<file path="config.mk">
export PLATFORM = sky130hd
export DESIGN_NAME = alu_rr_arbiter_flat
export DESIGN_NICKNAME = d
export VERILOG_FILES = /design/src/rtl/alu_rr_arbiter_pkg.sv /design/src/rtl/alu_rr_arbiter_if.sv /design/src/rtl/alu_rr_grant.sv /design/src/rtl/alu_rr_arbiter.sv /design/src/flat_wrapper.sv
export SDC_FILE = /design/constraint.sdc
export NUM_CORES = 1
export LEC_CHECK = 0
export ABC_AREA = 1
export CAP_MARGIN = 40
export CORE_MARGIN = 4
export CORE_UTILIZATION = 45
export CTS_CLUSTER_DIAMETER = 40
export DETAILED_ROUTE_END_ITERATION = 10
export DONT_BUFFER_PORTS = 1
export GPL_ROUTABILITY_DRIVEN = 0
export PLACE_DENSITY = 0.66
export SKIP_LAST_GASP = 1
export SLEW_MARGIN = 10
export SYNTH_ARGS = -nofsm -noshare
export SYNTH_HDL_FRONTEND = slang
export SYNTH_SLANG_ARGS = --single-unit
</file>
<file path="constraint.sdc">
create_clock -name clk -period 3.5 [get_ports clk]
set_input_delay 0.7 -clock clk [delete_from_list [all_inputs] [get_ports clk]]
set_output_delay 0.7 -clock clk [all_outputs]
set_load 0.02 [all_outputs]
</file>
<file path="src/rtl/alu_rr_arbiter_pkg.sv">
`default_nettype none
// ============================================================================
// Module      : alu_rr_arbiter_pkg
// Description : Shared definitions for the round-robin ALU arbiter.
//               - Sizing constants: requester count, data width and the
//                 widths derived from them.
//               - Opcode enumeration, OP_ADD through OP_XNOR.
//               - One-hot function-code encoder.
//               - ALU evaluation helper.
// Ports       : none (package)
// Revision    : 1.0 - initial release
// ============================================================================
package alu_rr_arbiter_pkg;

    localparam int NREQ = 4;   // number of requesters
    localparam int DW   = 4;   // operand / result width
    localparam int IDW  = 2;   // requester index width, log2(NREQ)
    localparam int FCW  = 8;   // one-hot function code width per requester
    localparam int OPW  = 3;   // encoded opcode width

    typedef enum logic [OPW-1:0] {
        OP_ADD  = 3'd0,
        OP_SUB  = 3'd1,
        OP_XOR  = 3'd2,
        OP_OR   = 3'd3,
        OP_AND  = 3'd4,
        OP_NOR  = 3'd5,
        OP_NAND = 3'd6,
        OP_XNOR = 3'd7
    } opcode_t;

    typedef struct packed {
        logic    err;   // function code was not exactly one-hot
        opcode_t op;    // meaningful only when err is clear
    } enc_t;

    // One-hot to binary. An all-zero code, or one with more than one bit
    // set, is flagged as an error. In that case the opcode is whatever the
    // priority scan leaves behind, and downstream logic ignores it.
    function automatic enc_t fncode_encode(input logic [FCW-1:0] fn);
        enc_t r;
        r.op  = OP_ADD;
        // x & (x-1) clears the lowest set bit. The result is non-zero
        // only when at least two bits are set.
        r.err = (fn == '0) || ((fn & (fn - FCW'(1))) != '0);
        for (int k = 0; k < FCW; k++) begin
            if (fn[k]) begin
                r.op = opcode_t'(k[OPW-1:0]);
            end
        end
        return r;
    endfunction

    // All arithmetic is modulo 2**DW. Carry and borrow are dropped.
    function automatic logic [DW-1:0] alu_eval(input opcode_t         op,
                                               input logic [DW-1:0]   a,
                                               input logic [DW-1:0]   b);
        logic [DW-1:0] r;
        case (op)
            OP_ADD:  r = a + b;
            OP_SUB:  r = a - b;
            OP_XOR:  r = a ^ b;
            OP_OR:   r = a | b;
            OP_AND:  r = a & b;
            OP_NOR:  r = ~(a | b);
            OP_NAND: r = ~(a & b);
            OP_XNOR: r = ~(a ^ b);
            default: r = '0;
        endcase
        return r;
    endfunction

endpackage : alu_rr_arbiter_pkg
`default_nettype wire

</file>
<file path="src/rtl/alu_rr_arbiter_if.sv">
`default_nettype none
// ============================================================================
// Module      : alu_rr_arbiter_if
// Description : Request/response bundle for the round-robin ALU arbiter.
//               Request side, driven by the requesters:
//                 req_valid, req_a, req_b, req_fncode, hold
//               Grant and response side, driven by the arbiter:
//                 req_ready, rsp_valid, rsp_id, rsp_result, rsp_parity,
//                 rsp_err
//               Modports:
//                 master - requester / environment side
//                 slave  - arbiter side
// Revision    : 1.0 - initial release
// ============================================================================
interface alu_rr_arbiter_if
    import alu_rr_arbiter_pkg::*;
();

    logic [NREQ-1:0]     req_valid;
    logic [NREQ*DW-1:0]  req_a;
    logic [NREQ*DW-1:0]  req_b;
    logic [NREQ*FCW-1:0] req_fncode;
    logic                hold;
    logic [NREQ-1:0]     req_ready;
    logic                rsp_valid;
    logic [IDW-1:0]      rsp_id;
    logic [DW-1:0]       rsp_result;
    logic                rsp_parity;
    logic                rsp_err;

    modport master (
        output req_valid, req_a, req_b, req_fncode, hold,
        input  req_ready, rsp_valid, rsp_id, rsp_result, rsp_parity, rsp_err
    );

    modport slave (
        input  req_valid, req_a, req_b, req_fncode, hold,
        output req_ready, rsp_valid, rsp_id, rsp_result, rsp_parity, rsp_err
    );

endinterface : alu_rr_arbiter_if
`default_nettype wire

</file>
<file path="src/rtl/alu_rr_grant.sv">
`default_nettype none
// ============================================================================
// Module      : alu_rr_grant
// Description : Combinational round-robin grant. Searches the requesters
//               starting at ptr, wrapping modulo NREQ, and grants the first
//               valid one. No grant is made while hold is high.
// Ports       : req_valid [NREQ] in  - per-requester valid
//               ptr       [IDW]  in  - first index to search
//               hold             in  - suppress all grants
//               grant     [NREQ] out - one-hot (or zero) grant vector
//               grant_id  [IDW]  out - index of the granted requester
//               grant_any        out - a grant is being made
// Revision    : 1.0 - initial release
// ============================================================================
module alu_rr_grant
    import alu_rr_arbiter_pkg::*;
(
    input  logic [NREQ-1:0] req_valid,
    input  logic [IDW-1:0]  ptr,
    input  logic            hold,
    output logic [NREQ-1:0] grant,
    output logic [IDW-1:0]  grant_id,
    output logic            grant_any
);

    logic [IDW-1:0] w_idx;

    // The index is carried in IDW bits, so ptr + k wraps naturally. This
    // depends on NREQ being a power of two, which holds for this revision.
    always_comb begin
        grant     = '0;
        grant_id  = '0;
        grant_any = 1'b0;
        w_idx     = '0;
        if (!hold) begin
            for (int k = 0; k < NREQ; k++) begin
                w_idx = ptr + IDW'(k);
                if (!grant_any && req_valid[w_idx]) begin
                    grant[w_idx] = 1'b1;
                    grant_id     = w_idx;
                    grant_any    = 1'b1;
                end
            end
        end
    end

endmodule : alu_rr_grant
`default_nettype wire

</file>
<file path="src/rtl/alu_rr_arbiter.sv">
`default_nettype none
// ============================================================================
// Module      : alu_rr_arbiter
// Description : Round-robin arbiter in front of a two-stage ALU pipeline.
//               Each cycle one requester is granted. At the accept edge its
//               operands and encoded opcode are captured into stage 1. One
//               edge later the result leaves stage 2 as a single-cycle
//               response pulse. There is no response backpressure.
// Ports       : clk    in - clock, rising edge active
//               rst_n  in - asynchronous active-low reset
//               bus       - alu_rr_arbiter_if.slave
//                           requests: req_valid, req_a, req_b, req_fncode, hold
//                           grant:    req_ready
//                           response: rsp_valid, rsp_id, rsp_result,
//                                     rsp_parity, rsp_err
// Revision    : 1.0 - initial release
// ============================================================================
module alu_rr_arbiter
    import alu_rr_arbiter_pkg::*;
(
    input  logic            clk,
    input  logic            rst_n,
    alu_rr_arbiter_if.slave bus
);

    // ------------------------------------------------------------------
    // Grant
    // ------------------------------------------------------------------
    logic [IDW-1:0]  r_ptr;
    logic [NREQ-1:0] w_grant;
    logic [IDW-1:0]  w_grant_id;
    logic            w_grant_any;
    logic            w_accept;

    alu_rr_grant u_grant (
        .req_valid (bus.req_valid),
        .ptr       (r_ptr),
        .hold      (bus.hold),
        .grant     (w_grant),
        .grant_id  (w_grant_id),
        .grant_any (w_grant_any)
    );

    // req_ready must read 0 for the whole time reset is asserted, including
    // the part of a cycle before the next clock edge. The grant is therefore
    // gated directly with rst_n rather than relying on the registers alone.
    assign bus.req_ready = w_grant & {NREQ{rst_n}};
    assign w_accept      = w_grant_any & rst_n;

    // ------------------------------------------------------------------
    // Operand selection for the granted requester
    // ------------------------------------------------------------------
    logic [DW-1:0]  w_sel_a;
    logic [DW-1:0]  w_sel_b;
    logic [FCW-1:0] w_sel_fn;
    enc_t           w_enc;

    assign w_sel_a  = bus.req_a[int'(w_grant_id)*DW +: DW];
    assign w_sel_b  = bus.req_b[int'(w_grant_id)*DW +: DW];
    assign w_sel_fn = bus.req_fncode[int'(w_grant_id)*FCW +: FCW];
    assign w_enc    = fncode_encode(w_sel_fn);

    // ------------------------------------------------------------------
    // Round-robin pointer: the next search starts just past the last
    // winner, so a requester that was just served has lowest priority.
    // ------------------------------------------------------------------
    always_ff @(posedge clk or negedge rst_n) begin
        if (!rst_n) begin
            r_ptr <= '0;
        end else if (w_accept) begin
            r_ptr <= w_grant_id + IDW'(1);
        end
    end

    // ------------------------------------------------------------------
    // Stage 1: capture at the accept edge
    // ------------------------------------------------------------------
    logic           r_s1_valid;
    logic [IDW-1:0] r_s1_id;
    logic [DW-1:0]  r_s1_a;
    logic [DW-1:0]  r_s1_b;
    opcode_t        r_s1_op;
    logic           r_s1_err;

    always_ff @(posedge clk or negedge rst_n) begin
        if (!rst_n) begin
            r_s1_valid <= 1'b0;
            r_s1_id    <= '0;
            r_s1_a     <= '0;
            r_s1_b     <= '0;
            r_s1_op    <= OP_ADD;
            r_s1_err   <= 1'b0;
        end else begin
            r_s1_valid <= w_accept;
            // Payload registers load only on an accept. Stage 2 ignores
            // them whenever r_s1_valid is low, so stale contents are harmless.
            if (w_accept) begin
                r_s1_id  <= w_grant_id;
                r_s1_a   <= w_sel_a;
                r_s1_b   <= w_sel_b;
                r_s1_op  <= w_enc.op;
                r_s1_err <= w_enc.err;
            end
        end
    end

    // ------------------------------------------------------------------
    // Stage 2: compute and register the response
    // ------------------------------------------------------------------
    logic [DW-1:0]  w_alu_result;
    logic           r_rsp_valid;
    logic [IDW-1:0] r_rsp_id;
    logic [DW-1:0]  r_rsp_result;
    logic           r_rsp_parity;
    logic           r_rsp_err;

    assign w_alu_result = alu_eval(r_s1_op, r_s1_a, r_s1_b);

    // Every response field is forced to zero when no response is present.
    // On an error, result and parity are also zero, because the opcode is
    // meaningless in that case.
    always_ff @(posedge clk or negedge rst_n) begin
        if (!rst_n) begin
            r_rsp_valid  <= 1'b0;
            r_rsp_id     <= '0;
            r_rsp_result <= '0;
            r_rsp_parity <= 1'b0;
            r_rsp_err    <= 1'b0;
        end else begin
            r_rsp_valid <= r_s1_valid;
            if (r_s1_valid) begin
                r_rsp_id     <= r_s1_id;
                r_rsp_err    <= r_s1_err;
                r_rsp_result <= r_s1_err ? '0   : w_alu_result;
                r_rsp_parity <= r_s1_err ? 1'b0 : ^w_alu_result;
            end else begin
                r_rsp_id     <= '0;
                r_rsp_err    <= 1'b0;
                r_rsp_result <= '0;
                r_rsp_parity <= 1'b0;
            end
        end
    end

    assign bus.rsp_valid  = r_rsp_valid;
    assign bus.rsp_id     = r_rsp_id;
    assign bus.rsp_result = r_rsp_result;
    assign bus.rsp_parity = r_rsp_parity;
    assign bus.rsp_err    = r_rsp_err;

endmodule : alu_rr_arbiter
`default_nettype wire

</file>
<file path="src/flat_wrapper.sv">
// flat-port wrapper written by rule: the top's interface ports become plain ports
module alu_rr_arbiter_flat import alu_rr_arbiter_pkg::*;
  (clk, rst_n, bus_req_valid, bus_req_a, bus_req_b, bus_req_fncode, bus_hold, bus_req_ready, bus_rsp_valid, bus_rsp_id, bus_rsp_result, bus_rsp_parity, bus_rsp_err);
  alu_rr_arbiter_if bus_i ();
  input  logic clk;
  input  logic rst_n;
  input wire logic [$bits(bus_i.req_valid)-1:0] bus_req_valid;
  input wire logic [$bits(bus_i.req_a)-1:0] bus_req_a;
  input wire logic [$bits(bus_i.req_b)-1:0] bus_req_b;
  input wire logic [$bits(bus_i.req_fncode)-1:0] bus_req_fncode;
  input wire logic [$bits(bus_i.hold)-1:0] bus_hold;
  output wire logic [$bits(bus_i.req_ready)-1:0] bus_req_ready;
  output wire logic [$bits(bus_i.rsp_valid)-1:0] bus_rsp_valid;
  output wire logic [$bits(bus_i.rsp_id)-1:0] bus_rsp_id;
  output wire logic [$bits(bus_i.rsp_result)-1:0] bus_rsp_result;
  output wire logic [$bits(bus_i.rsp_parity)-1:0] bus_rsp_parity;
  output wire logic [$bits(bus_i.rsp_err)-1:0] bus_rsp_err;
  assign bus_i.req_valid = bus_req_valid;
  assign bus_i.req_a = bus_req_a;
  assign bus_i.req_b = bus_req_b;
  assign bus_i.req_fncode = bus_req_fncode;
  assign bus_i.hold = bus_hold;
  assign bus_req_ready = bus_i.req_ready;
  assign bus_rsp_valid = bus_i.rsp_valid;
  assign bus_rsp_id = bus_i.rsp_id;
  assign bus_rsp_result = bus_i.rsp_result;
  assign bus_rsp_parity = bus_i.rsp_parity;
  assign bus_rsp_err = bus_i.rsp_err;
  alu_rr_arbiter u_core (.clk(clk), .rst_n(rst_n), .bus(bus_i));
endmodule
</file>
==> run summary, run 1 <==
STATUS
----------------------------------------------------------------------------------------
Outcome                                                                        completed

STA
----------------------------------------------------------------------------------------
Max Clk Rate                                                                     317 MHz
Final setup violation count                                                            0
Clock skew                                                                       5.38 ps
RSZ-0062 raised after global routing                                               false
Transition time of the tightest slew-check pin                                    621 ps
Number of pins with negative max-slew slack in the final report                        0
Crit path time final                                                             3160 ps
Max-slew headroom                                                                  58.1%
Fin Setup TNS                                                                       0 ps
Portion of the clock cycle consumed by the worst path in the final layout          90.3%
Number of hold-slack violations in the final timing report                             0

FLOORPLAN
----------------------------------------------------------------------------------------
Total core area                                                                 5990 um2
Die area                                                                        7610 um2
Initial Utilization                                                                47.1%
Floorplan die height                                                             87.2 um
Number of standard-cell rows in the floorplan                                         28
Num ports                                                                             84
Horiz. Die Dim                                                                   87.2 um

POWER
----------------------------------------------------------------------------------------
Clock network fraction of total power                                               6.4%
Switching power total                                                            1700 uW
Total power                                                                      2990 uW
Comb pwr share                                                                     75.4%
Fraction of power spent switching nets                                             56.7%
Power per Cell Area                                                          1040 nW/um2
Largest vdd supply drop                                                           475 uV
Cell Int Power                                                                   1290 uW
Seq pwr share                                                                      18.1%
Reported leakage power                                                        0.00152 uW

WORST SETUP PATH
----------------------------------------------------------------------------------------
Data arrival time of the critical path                                           2460 ps
Beginning of the worst register-to-register path                            u_core.r_ptr[1]
Register-to-register setup slack                                                  360 ps
Cell with the most instances on the worst path                              sky130_fd_sc_hd__inv_1
R2R Path End                                                                u_core.r_s1_err
Cell with the largest stage delay on the worst path                         sky130_fd_sc_hd__dfrtp_1
Depth of the most critical reg-to-reg path                                            19
Capturing element type of the critical path                                  output port
Series of cell instances along the critical path                            inv_1, ha_1, inv_1, nand2_1, nand2_2, nor2_4, inv_1, nor2_1, nand2_1, o2111ai_1, nand2_1, inv_1
Category of the critical setup timing path                                  register to output port
Peak per-stage delay on the critical path                                         510 ps
Data required time at the worst endpoint                                         2800 ps
Peak fanout along the critical path                                                    8
Critical path launch point type                                                 register

GLOBAL ROUTE
----------------------------------------------------------------------------------------
Total track usage                                                                  17.7%
Wire length of the first global-routing pass                                   11,200 um
Overall overflow remaining after global route                                          0
Initial antenna violation count                                                        0
Maximum number of pins on one net before global-route repair                          37
Vias in the first global route                                                     2,494

ROUTE
----------------------------------------------------------------------------------------
Sum of routed wire length over all layers                                        6480 um
Average vias per placed instance                                                    5.32
DR WL/cell                                                                       13.2 um
Post-route DRC                                                                         0
Antenna-violating nets left                                                            0
Count of routing violations after the opening detailed-route iteration               179
Number of search-and-repair iterations in the first detailed-routing pass              4
Number of vias after detailed routing                                              2,614

LOGIC SYNTHESIS
----------------------------------------------------------------------------------------
Post-synth net total                                                                 516
Post-Synthesis Cells                                                                 424
Share of async-settable or async-resettable flops after synthesis                   100%
Count of different cell masters after synthesis                                       43
Synth Area in Adders                                                               9.57%
Combinational family with the most area after synthesis                     simple AND/OR/NAND/NOR gates
Area fraction in compound gates after synthesis                                    14.8%
Average cell area after synthesis                                               6.66 um2
Parity-gate share of the synthesized area counting xor and xnor cells              2.17%
Register area share after synthesis                                                23.0%
Top cells by area in the synthesized netlist                                sky130_fd_sc_hd__dfrtp_1, sky130_fd_sc_hd__nand2_1, sky130_fd_sc_hd__ha_1
Area share of the largest cell type after synthesis                                23.0%
Multiplexer share of the synthesized area                                             0%
Simple-gate portion of the synthesized area                                        37.9%
Post-synthesis sequential element count                                               26
Warning count from the yosys run                                                       0
Number of enable-type register cells in the synthesized netlist                        0
Predominant post-synthesis flop cell                                        sky130_fd_sc_hd__dfrtp_1
Post-synthesis cell type with the largest combined area                     sky130_fd_sc_hd__dfrtp_1
Post-Syn Area                                                                   2820 um2

CTS
----------------------------------------------------------------------------------------
Clock insertion delay at the later pin of the skew report                         270 ps
Clock transition at path regs                                                      90 ps
H-Tree Level Count                                                                     1
Sink count of the clock tree                                                          26
Master cell of the clock root buffer                                        sky130_fd_sc_hd__clkbuf_8
Maximum buffer depth of the clock tree                                                 2
CTS Buf Count                                                                          3
TritonCTS clock tree                                                                done

PLACE
----------------------------------------------------------------------------------------
Post-DP HPWL                                                                     5270 um
Count of port buffers added during placement                                           0
Placed cell area                                                                2830 um2

FINAL LAYOUT
----------------------------------------------------------------------------------------
Multi-input gate area                                                           1820 um2
Register Area                                                                    652 um2
Synthesis-to-finish area growth                                                    2.26%
Commonest non-fill, non-tap cell in the layout                              sky130_fd_sc_hd__nand2_1
Final cell area excluding filler cells                                          2890 um2
Final Core Density                                                                 48.2%
Nets                                                                                 509
Number of fillers in the final layout                                                622
Commonest cells after routing, fill and taps aside                          sky130_fd_sc_hd__nand2_1, sky130_fd_sc_hd__inv_1, sky130_fd_sc_hd__nor2_1
Share of final-layout standard cells stronger than drive strength 1                11.1%
Number of antenna repair diodes                                                        0

WORST HOLD PATH
----------------------------------------------------------------------------------------
Type of the tightest min-delay check                                        input port to async pin

JOB
----------------------------------------------------------------------------------------
Max cap viols                                                                          0

cells by family after synthesis:
family,Yosys count
buffers and inverters,79
AO/OA/AOI/OAI,65
XOR/XNOR,7
flip-flops,26
AND/OR/NAND/NOR,226
adder cells (fa/ha/maj),21
flip-flops by register name, indices dropped and copies added, names as in the netlist:
name and cells:
u_core.bus.rsp_err 1, u_core.bus.rsp_id 2, u_core.bus.rsp_parity 1, u_core.bus.rsp_result 4, u_core.bus.rsp_valid 1, u_core.r_ptr 2
u_core.r_s1_a 4, u_core.r_s1_b 4, u_core.r_s1_err 1, u_core.r_s1_id 2, u_core.r_s1_op 3, u_core.r_s1_valid 1
area by class of cell:
| type | instances | share of cell area (%) |
|---|---|---|
| Tap cell | 75 | 3.25 |
| Timing Repair Buffer | 1 | 0.260 |
| Clock buffer | 4 | 1.91 |
| Sequential cell | 26 | 22.6 |
| Inverter | 66 | 9.06 |
| Multi-Input combinational cell | 319 | 63.0 |
routing by layer:
metal	GRT usage, %	routed length [um]	vias to the layer above
li1	-	-	1359
met1	24.2	3060	1176
met2	30.2	3040	79
met3	2.84	386	0
met4	2.37	0	0
met5	0	0	-
critical path, delay by kind of cell, from the launching register on:
| family | cells | cell delay (ps) |
|---|---|---|
| simple gates | 6 | 650 |
| buf+inv | 4 | 560 |
| flops | 1 | 510 |
| fa+ha+maj | 1 | 380 |
| compound gates | 1 | 100 |
cells in the mapped netlist (all sizes together), types with 2 or more instances:
library cell	instances
o2111ai	3
o21ai	28
nand3	55
a21oi	9
nand2	114
a221oi	3
nor3	2
buf	11
o221ai	7
xnor2	3
xor2	4
o22ai	3
o21bai	2
ha	20
nor2	53
clkbuf	2
inv	66
dfrtp	26
stage by stage:
stage          cells  hold slack [ps]  setup WS [ps]
3_3_place_gp     487              405            517
5_1_grt          491             89.1           8.28
2_1_floorplan    424              404            986
4_1_cts          491              105            336
6_report         491              114            341
3_5_place_dp     487              405            376
worst max path at each step:
stage                          startpoint               end  slack, ps
final                     u_core.r_ptr[1]  bus_req_ready[2]        340
after global routing      u_core.r_ptr[1]   u_core.r_s1_err          8
after CTS                 u_core.r_ptr[0]  bus_req_ready[2]        340
after detailed placement  u_core.r_ptr[0]   u_core.r_s1_err        380
after global placement    u_core.r_ptr[1]   u_core.r_s1_err        520
after floorplan           u_core.r_ptr[1]  bus_req_ready[2]        990
what timing repair did:
action / CTS / global route
setup buffers: 0 / 0
endpoints found under the setup margin: 0 / 2
hold buffers: 0 / 0
gates resized for setup: 0 / 2
power by group through the flow:
stage          logic [uW]  registers, uW  clock network, uW
2_1_floorplan        1960            504                  0
3_3_place_gp         2210            540                  0
3_5_place_dp         2250            548                  0
4_1_cts              2260            543                199
5_1_grt              2570            564                216
6_report             2260            543                192
No activity file was read; power rests on OpenSTA's default activity.
==> run 2: changes to the inputs <==
Settings changed: ABC_AREA 1 to unset.
==> run summary, run 2 <==
WORST SETUP PATH
----------------------------------------------------------------------------------------
CP Launch Point                                                             u_core.r_ptr[1]
Capturing element type of the critical path                                     register
Data required time at the worst endpoint                                         3650 ps   +850 ps
Series of cell instances along the critical path                            inv_2, ha_4, mux4_2, or4b_4, o31a_4, o32a_1, a22oi_4, xnor2_2, a22oi_1, o311ai_1, a21oi_1
Register-to-register setup slack                                                  100 ps   -260 ps
Cell with the largest stage delay on the worst path                         sky130_fd_sc_hd__or4b_4
Peak per-stage delay on the critical path                                         590 ps   +80 ps
Data arrival time of the critical path                                           3550 ps   +1090 ps
Category of the critical setup timing path                                  register to register
Critical path launch point type                                                 register
Beginning of the worst register-to-register path                            u_core.r_ptr[1]
Peak fanout along the critical path                                                    7   -1

STA
----------------------------------------------------------------------------------------
Clock skew                                                                       9.19 ps   +3.80 ps
RSZ-0062 raised after global routing                                                true
Number of hold-slack violations in the final timing report                             0   unchanged
Number of pins with negative max-slew slack in the final report                        0   unchanged
Max-slew headroom                                                                  54.8%   -3.3 points
Transition time of the tightest slew-check pin                                    675 ps   +53.7 ps
Max Clk Rate                                                                     294 MHz   -7.1%
Crit path time final                                                             3400 ps   +241 ps
Worst setup margin                                                               99.5 ps   -241 ps
Portion of the clock cycle consumed by the worst path in the final layout          97.2%   +6.9 points
Final setup violation count                                                            0   unchanged
Worst-case hold slack                                                             111 ps   -3.25 ps

FLOORPLAN
----------------------------------------------------------------------------------------
Horiz. Die Dim                                                                   87.2 um   unchanged
Total core area                                                                 5990 um2   unchanged
Initial Utilization                                                                47.1%   unchanged
Die area                                                                        7610 um2   unchanged
Floorplan die height                                                             87.2 um   unchanged
Number of standard-cell rows in the floorplan                                         28   unchanged
Num ports                                                                             84   unchanged

FINAL LAYOUT
----------------------------------------------------------------------------------------
Commonest non-fill, non-tap cell in the layout                              sky130_fd_sc_hd__nor2_1
Share of final-layout standard cells stronger than drive strength 1                19.3%   +8.2 points
Final Core Density                                                                 54.0%   +5.8 points
Post-route insts no fill                                                             433   -12%
Final cell area excluding filler cells                                          3240 um2   +12%
Commonest cells after routing, fill and taps aside                          sky130_fd_sc_hd__nor2_1, sky130_fd_sc_hd__nand2_1, sky130_fd_sc_hd__buf_4
Number of antenna repair diodes                                                        0   unchanged
Synthesis-to-finish area growth                                                    14.6%
Number of fillers in the final layout                                                552   -11%
Nets                                                                                 451   -11%

POWER
----------------------------------------------------------------------------------------
Largest vdd supply drop                                                           523 uV   +10%
Power per Cell Area                                                          1020 nW/um2   -1.1%
Reported leakage power                                                        0.00138 uW   -9.2%

LOGIC SYNTHESIS
----------------------------------------------------------------------------------------
Post-synth net total                                                                 432   -16%
Post-synthesis sequential element count                                               26   unchanged
Post-Synthesis Cells                                                                 340   -20%
Predominant post-synthesis flop cell                                        sky130_fd_sc_hd__dfrtp_1
Register area share after synthesis                                                23.0%   unchanged
Post-synthesis cell type with the largest combined area                     sky130_fd_sc_hd__dfrtp_1
Top cells by area in the synthesized netlist                                sky130_fd_sc_hd__dfrtp_1, sky130_fd_sc_hd__ha_1, sky130_fd_sc_hd__nor2_1
Count of different cell masters after synthesis                                       63   +47%
Warning count from the yosys run                                                       0   unchanged
Number of enable-type register cells in the synthesized netlist                        0   unchanged
Average cell area after synthesis                                               8.31 um2   +25%
Post-Syn Area                                                                   2820 um2   unchanged
Top cells by instance count after synthesis                                 sky130_fd_sc_hd__nor2_1, sky130_fd_sc_hd__nand2_1, sky130_fd_sc_hd__dfrtp_1
Share of async-settable or async-resettable flops after synthesis                   100%   unchanged
Area share of the largest cell type after synthesis                                23.0%   unchanged
Most frequent cell after synthesis                                          sky130_fd_sc_hd__nor2_1

GLOBAL ROUTE
----------------------------------------------------------------------------------------
Total track usage                                                                  17.7%   about the same
Vias in the first global route                                                     2,463   -1.2%
Wire length of the first global-routing pass                                   11,000 um   -1.1%
Initial antenna violation count                                                        0   unchanged
Overall overflow remaining after global route                                          0   unchanged
Maximum number of pins on one net before global-route repair                          28   -24%

PLACE
----------------------------------------------------------------------------------------
Placed cell area                                                                3020 um2   +6.9%
Count of port buffers added during placement                                           0   unchanged
Post-DP HPWL                                                                     5380 um   +2.1%
Pre-CTS setup slack                                                              93.5 ps   -283 ps
Placed insts                                                                         420   -14%

ROUTE
----------------------------------------------------------------------------------------
Number of vias after detailed routing                                              2,624   +0.38%
Average vias per placed instance                                                    6.06   +14%
Sum of routed wire length over all layers                                        7060 um   +8.9%
Post-route DRC                                                                         0   unchanged
Number of search-and-repair iterations in the first detailed-routing pass              4   unchanged
Antenna-violating nets left                                                            0   unchanged
Count of routing violations after the opening detailed-route iteration               105   -41%
DR WL/cell                                                                       16.3 um   +24%

CTS
----------------------------------------------------------------------------------------
Master cell of the clock root buffer                                        sky130_fd_sc_hd__clkbuf_8
Clock insertion delay at the later pin of the skew report                         270 ps   about the same
H-Tree Level Count                                                                     1   unchanged
Sink count of the clock tree                                                          26   unchanged
Clock transition at path regs                                                      90 ps   about the same
Maximum buffer depth of the clock tree                                                 2   unchanged
CTS Hold Buffers Added                                                                 0   unchanged
CTS Buf Count                                                                          3   unchanged
TritonCTS clock tree                                                                done

JOB
----------------------------------------------------------------------------------------
Max cap viols                                                                          0   unchanged

STATUS
----------------------------------------------------------------------------------------
Outcome                                                                        completed

WORST HOLD PATH
----------------------------------------------------------------------------------------
Type of the tightest min-delay check                                        input port to async pin

[run 2: cell types whose count changed after synthesis, sizes merged, moves of 6 or more]
cell / previous run / this run
inv: 66 / 12
mux4: 0 / 7
nor2b: 0 / 6
o211ai: 1 / 10
nand3: 55 / 8
a21boi: 1 / 10
clkbuf: 2 / 12
o21ai: 28 / 21
nand2b: 0 / 14
nand2: 114 / 33
o221ai: 7 / 0
xnor2: 3 / 9
mux2i: 0 / 11
[run 2: power breakdown]
group | internal [uW] | switching [uW]
clock network | 153 | 92.7
registers | 398 | 107
logic | 1240 | 1320
total | 1790 | 1520
[run 2: timing repair]
action / 4_1_cts / 5_1_grt
gates resized for setup: 0 / 16
hold endpoints to repair: 0 / 0
setup endpoints to repair: 0 / 6
buffers inserted: 0 / 8
[run 2: cells by family after synthesis]
| logic type | count (synthesis) | share of synthesized area [%] |
|---|---|---|
| simple gates | 131 | 22.2 |
| compound gates | 98 | 25.6 |
| buf+inv | 31 | 4.74 |
| flops | 26 | 23.0 |
| mux | 23 | 11.7 |
| fa+ha+maj | 21 | 9.57 |
| xor+xnor | 10 | 3.10 |
[run 2: worst max-delay path: cells and delay by family (launching register included)]
kind            cells  cell delay, ps
buf+inv             1              70
fa+ha+maj           1             300
mux                 1             550
xor+xnor            1             140
flops               1             370
simple gates        1             590
compound gates      6            1260
[run 2: through the flow]
stage	TNS, ps	total power [uW]
global placement	0	2770
finish	0	3310
detailed placement	0	2820
global route	-66.6	3610
CTS	0	3080
floorplan	0	2350
[run 2: cell type report]
cell class              count  area (um2)  area share, %
multi-input cells         284        2140           66.0
clock inverters             1        30.0          0.928
inverters                  13        48.8           1.51
repair buffers             31         233           7.19
clock buffers               3        41.3           1.28
flip-flops and latches     26         652           20.1
well taps                  75        93.8           2.90
[run 2: final timing paths]
kind                            depth (start not counted)                    to
worst min register to register                          0  u_core.bus.rsp_valid
worst max register to register                         11       u_core.r_s1_err
min in group clk                                        0  u_core.bus.rsp_valid
worst min-delay path                                    0  u_core.bus.rsp_id[0]
max in group asynchronous                               0      u_core.r_s1_b[0]
worst max-delay path                                   11       u_core.r_s1_err
[run 2: layer usage]
| layer | GRT usage [%] | vias up | part of all wire (%) |
|---|---|---|---|
| met4 | 3.35 | 0 | 1.7 |
| met2 | 28.8 | 89 | 47 |
| met3 | 3.88 | 11 | 6.9 |
| met1 | 24.2 | 1241 | 45 |
| met5 | 0 | - | 0 |
| li1 | - | 1283 | - |
==> run 3: changes to the inputs <==
Settings changed: CAP_MARGIN 40 to 0, SKIP_CTS_REPAIR_TIMING set to 1.
==> results of run 3 <==
The final DEF is identical to that of run 2; final timing and power are the same.
